### config.mk
export PLATFORM = sky130hd
export DESIGN_NAME = seq_gen
export DESIGN_NICKNAME = d
export VERILOG_FILES = /design/src/rtl/seq_gen.sv
export SDC_FILE = /design/constraint.sdc
export NUM_CORES = 1
export LEC_CHECK = 0
export CAP_MARGIN = 10
export CORE_AREA = 2 2 53 55
export DETAILED_ROUTE_END_ITERATION = 16
export DIE_AREA = 0 0 55 57
export PLACE_DENSITY_LB_ADDON = 0.25
export SKIP_CTS_REPAIR_TIMING = 1
export SYNTH_ARGS = -nofsm -noshare
export SYNTH_HDL_FRONTEND = slang
export SYNTH_SLANG_ARGS = --single-unit
### constraint.sdc
create_clock -name clk -period 1.61 [get_ports clk]
set_input_delay 0.2415 -clock clk [delete_from_list [all_inputs] [get_ports clk]]
set_output_delay 0.2415 -clock clk [all_outputs]
set_load 0.1 [all_outputs]
### src/rtl/seq_gen.sv
// Serial pattern transmitter: shifts one of two LEN-bit patterns out on x, MSB first,
// optionally repeated with idle gaps, for the 110010/110110 sequence detector.
module seq_gen #(
    parameter int             LEN        = 6,
    parameter logic [LEN-1:0] PAT_A      = 6'b110010,
    parameter logic [LEN-1:0] PAT_B      = 6'b110110,
    parameter int             BIT_CYCLES = 1,
    parameter int             GAP_CYCLES = 0
) (
    input  logic       clk,
    input  logic       rst,
    input  logic       start,
    input  logic       btn,
    input  logic [3:0] reps,
    input  logic       abort,
    output logic       x,
    output logic       x_valid,
    output logic       busy,
    output logic       done
);

    localparam int BW = (LEN > 1) ? $clog2(LEN) : 1;
    localparam int PW = $clog2(BIT_CYCLES + 1);
    localparam int GW = $clog2(GAP_CYCLES + 2);

    localparam logic [BW-1:0] BIT_LAST = BW'(LEN - 1);
    localparam logic [PW-1:0] PER_LAST = PW'(BIT_CYCLES - 1);
    localparam logic [GW-1:0] GAP_LAST = GW'((GAP_CYCLES > 0) ? (GAP_CYCLES - 1) : 0);

    typedef enum logic [1:0] {
        IDLE = 2'd0,
        SEND = 2'd1,
        GAP  = 2'd2,
        DONE = 2'd3
    } state_t;

    state_t         state_r;
    logic [LEN-1:0] shreg_r;
    logic           sel_r;
    logic [3:0]     rep_r;
    logic [BW-1:0]  bit_r;
    logic [PW-1:0]  per_r;
    logic [GW-1:0]  gap_r;

    function automatic logic [LEN-1:0] pattern_for(input logic sel);
        return sel ? PAT_A : PAT_B;
    endfunction

    // Sequencer: the outputs register what the current state emits, so the first bit
    // appears one clock after the state enters SEND.
    always_ff @(posedge clk) begin
        if (rst) begin
            state_r <= IDLE;
            shreg_r <= '0;
            sel_r   <= 1'b0;
            rep_r   <= 4'd0;
            bit_r   <= '0;
            per_r   <= '0;
            gap_r   <= '0;
            x       <= 1'b0;
            x_valid <= 1'b0;
            busy    <= 1'b0;
            done    <= 1'b0;
        end else if (abort && ((state_r == SEND) || (state_r == GAP))) begin
            state_r <= IDLE;
            shreg_r <= '0;
            rep_r   <= 4'd0;
            bit_r   <= '0;
            per_r   <= '0;
            gap_r   <= '0;
            x       <= 1'b0;
            x_valid <= 1'b0;
            busy    <= 1'b0;
            done    <= 1'b0;
        end else begin
            case (state_r)
                IDLE: begin
                    x       <= 1'b0;
                    x_valid <= 1'b0;
                    busy    <= 1'b0;
                    done    <= 1'b0;
                    // A start seen while done is still showing belongs to the old frame.
                    if (start && !abort && !done) begin
                        sel_r   <= btn;
                        rep_r   <= (reps == 4'd0) ? 4'd1 : reps;
                        shreg_r <= pattern_for(btn);
                        bit_r   <= '0;
                        per_r   <= '0;
                        gap_r   <= '0;
                        state_r <= SEND;
                    end else begin
                        state_r <= IDLE;
                    end
                end
                SEND: begin
                    x       <= shreg_r[LEN-1];
                    x_valid <= 1'b1;
                    busy    <= 1'b1;
                    done    <= 1'b0;
                    if (per_r == PER_LAST) begin
                        per_r <= '0;
                        if (bit_r >= BIT_LAST) begin
                            bit_r <= '0;
                            if (rep_r != 4'd0) begin
                                rep_r <= rep_r - 4'd1;
                            end else begin
                                rep_r <= 4'd0;
                            end
                            if (rep_r > 4'd1) begin
                                shreg_r <= pattern_for(sel_r);
                                gap_r   <= '0;
                                state_r <= (GAP_CYCLES == 0) ? SEND : GAP;
                            end else begin
                                state_r <= DONE;
                            end
                        end else begin
                            bit_r   <= bit_r + BW'(1);
                            shreg_r <= {shreg_r[LEN-2:0], 1'b0};
                        end
                    end else begin
                        per_r <= per_r + PW'(1);
                    end
                end
                GAP: begin
                    x       <= 1'b0;
                    x_valid <= 1'b0;
                    busy    <= 1'b1;
                    done    <= 1'b0;
                    if (gap_r == GAP_LAST) begin
                        gap_r   <= '0;
                        state_r <= SEND;
                    end else begin
                        gap_r <= gap_r + GW'(1);
                    end
                end
                DONE: begin
                    x       <= 1'b0;
                    x_valid <= 1'b0;
                    busy    <= 1'b0;
                    done    <= 1'b1;
                    state_r <= IDLE;
                end
                default: begin
                    x       <= 1'b0;
                    x_valid <= 1'b0;
                    busy    <= 1'b0;
                    done    <= 1'b0;
                    state_r <= IDLE;
                end
            endcase
        end
    end

endmodule
==> reports/results.tsv <==
stage	metric	value	unit
finish	fin area	0.00135	mm2
setup_path	CP Launch Type	flop	
floorplan	Initial Util	38.3	%
finish	Layout area overhead	35.1	%
floorplan	Die Ht	57	um
global_routing	largest net degree at the start of global routing	12	
timing	final setup margin	0.0756	ns
finish	fillers	252	
drt	via count	837	
place	Place WS	-0.00233	ns
setup_path	critical path class	reg2reg	
timing	slew margin rel.	63.5	%
power	Pleak	0.538	nW
floorplan	IO Count	13	
place	cell area after placement	0.00126	mm2
floorplan	Die W	55	um
clock_network	H-tree lvl count	1	
place	RePlAce Congestion	0.841	
power	Pwr Total	1.04	mW
setup_path	crit path max-delay cell type	dfxtp_2	
place	hpwl dp	1660	um
drt	Avg WL per Cell	13.2	um
setup_path	reg-to-reg slack, setup	0.08	ns
timing	Final setup viols	0	
timing	RSZ-0062 raised after global routing	false	
drt	met3 WL	69	um
place	I/O Buffers	12	
drt	metal2 WL	1070	um
power	VDD IR-drop max	0.425	mV
synth	Ys Warns	0	
synth	net count after synthesis	119	
synth	sequential area share after synthesis	38.0	%
setup_path	RR Endpoint	rep_r[2]	
place	Placed Instances	156	
synth	ys flop type	dfxtp_1	
floorplan	row cnt	19	
timing	fin crit period	1.53	ns
clock_network	Max clock buf depth	2	
drt	Final ANT Viol Nets	0	
setup_path	worst-path cell chain	inv_1 > ha_2 > nand2b_2 > a22o_4 > a21oi_2 > o221a_1	
global_routing	All-Layer GR Usage	15.4	%
clock_network	CTS tree	done	
setup_path	Crit path largest cell delay	0.36	ns
finish	Layout Nets	149	
setup_path	worst-path fanout max	6	
power	Sw Ratio	31.0	%
job	maxcap violations	0	
drt	Vias per Instance	5.13	
global_routing	vias in the first global route	807	
synth	synthesized flop and latch total	19	
min_path	HP Class	reg2reg	
drt	Detailed Routing Iterations Pass 1	4	
finish	share of cells above drive strength 1	30.3	%
setup_path	CP endpoint kind	flop	
finish	non-filler cells in the finished layout	163	
synth	synthesized area	0.00100	mm2
synth	synth unique cells	34	
finish	Antenna Cells	0	
synth	Post-synth EDFFs	0	
synth	Cells after Synth	103	
power	combinational share of power	26.4	%
timing	fin. max-slew vios	0	
setup_path	critical path arrival	1.79	ns
floorplan	die footprint	0.00314	mm2
synth	Post-synth ARST share	0	%
timing	Tcrit/Tclk final	95.3	%
timing	Max Fclk	652	MHz
drt	Met1 Wirelength	1000	um
drt	Iter 0 DRT Violations	28	
status	status	completed	
floorplan	CORE AREA	0.00262	mm2
drt	drt total wl	2160	um
synth	Avg Cell Area, Syn	9.72	um2
global_routing	initial antenna violation count	0	
min_path	Hold Crit Start	shreg_r[3]	
power	clock network fraction of design power	23.8	%
setup_path	CP startpoint	state_r[1]	
timing	skew final	0.00636	ns
clock_network	CTS Buf Count	3	
global_routing	first-pass GRT wire length	3510	um
power	Sw Pwr	0.324	mW
power	sequential share of power	49.8	%
clock_network	Clk Latency, worst-skew pair	0.30	ns
clock_network	root buffer cell	clkbuf_4	
power	Pint	0.720	mW
clock_network	Reg clk slew, reported paths	0.12	ns
timing	Final Hold Fails	0	
setup_path	Critical Path Sink	rep_r[2]	
global_routing	total grt overflow	0	
setup_path	Required @ worst endpoint	1.87	ns
drt	DR top layer	met4	
drt	residual DRC count	0	
setup_path	reg2reg start	state_r[1]	
clock_network	CTS sink count	19	
timing	worst slew pin tran	0.543	ns
power	power per cell area	772	mW/mm2
setup_path	reg2reg path depth	6	
timing	Final TNS setup	0	ns
## cell usage after synthesis (2+ instances only)
cell type	number	share of area [%]
nand2_1	7	2.6
nor2_1	11	4.1
inv_1	8	3.0
and2_1	3	1.9
o22ai_1	5	3.1
a31oi_1	3	1.9
nor3_1	4	2.0
clkbuf_8	2	2.8
dfxtp_1	19	38
a211oi_1	3	2.2
ha_1	7	8.7
a21oi_1	6	3.0
o21ai_0	3	1.5
o221a_1	2	2.2
## metal layers
metal / vias to the layer above / track usage, %
li1: 439 / -
met1: 382 / 20.0
met2: 14 / 24.8
met3: 2 / 2.62
met4: 0 / 6.27
met5: - / 0
## how the worst min path moves through the flow
stage	endpoint	slack [ns]	cells past startpoint
finish	shreg_r[3]	0.48	2
global route	sel_r	0.52	2
CTS	shreg_r[3]	0.48	2
detailed placement	shreg_r[3]	0.47	2
global placement	shreg_r[3]	0.47	2
floorplan	sel_r	0.31	1
## power by group through the flow
stage / Clock (mW) / Combinational, mW / Sequential (mW)
final: 0.249 / 0.276 / 0.520
after CTS: 0.254 / 0.262 / 0.518
after floorplan: 0 / 0.145 / 0.549
after detailed placement: 0 / 0.260 / 0.529
after global placement: 0 / 0.257 / 0.528
after global routing: 0.273 / 0.302 / 0.523
## final cells by class
| type | count | area [um2] | area share [%] |
|---|---|---|---|
| flip-flops and latches | 19 | 384 | 28.4 |
| multi-input cells | 74 | 596 | 44.0 |
| inverters | 8 | 30.0 | 2.22 |
| well taps | 31 | 38.8 | 2.87 |
| repair buffers | 27 | 277 | 20.4 |
| clock inverters | 1 | 5.00 | 0.370 |
| clock buffers | 3 | 22.5 | 1.67 |
## sequential cells by signal, indices dropped and copies added (netlist names)
name and flops:
shreg_r 5, x_valid 1, x 1, rep_r 4, state_r 2, bit_r 3
sel_r 1, done 1, busy 1
## layout by cell type (no fill, tap or decap), types with 4 or more instances in the layout
cell / n
o22ai_1: 5
clkdlybuf4s50_1: 8
dfxtp_1: 16
ha_1: 5
buf_12: 4
inv_1: 7
nor3_1: 4
a21oi_1: 6
nor2_1: 11
buf_4: 14
nand2_1: 7
## cells by family after synthesis
family	count (synthesis)	share of synthesized area, %
AND/OR/NAND/NOR	34	19.8
AO/OA/AOI/OAI	32	26.6
flip-flops	19	38.0
buffers and inverters	10	5.75
adder cells (fa/ha/maj)	7	8.75
multiplexers	1	1.12
## through the flow
step	hold WS [ns]	utilization, %
after floorplan	0.311	-
after global placement	0.468	48.3
after detailed placement	0.467	48.3
after CTS	0.483	49.4
after global routing	0.517	51.7
final	0.481	51.7
## worst max-delay path, delay by kind of cell, from the launching register on
family	cells	cell delay, ns
buf+inv	1	0.08
simple gates	1	0.23
compound gates	3	0.61
flops	1	0.36
fa+ha+maj	1	0.21
(Power assumes the default switching activity.)
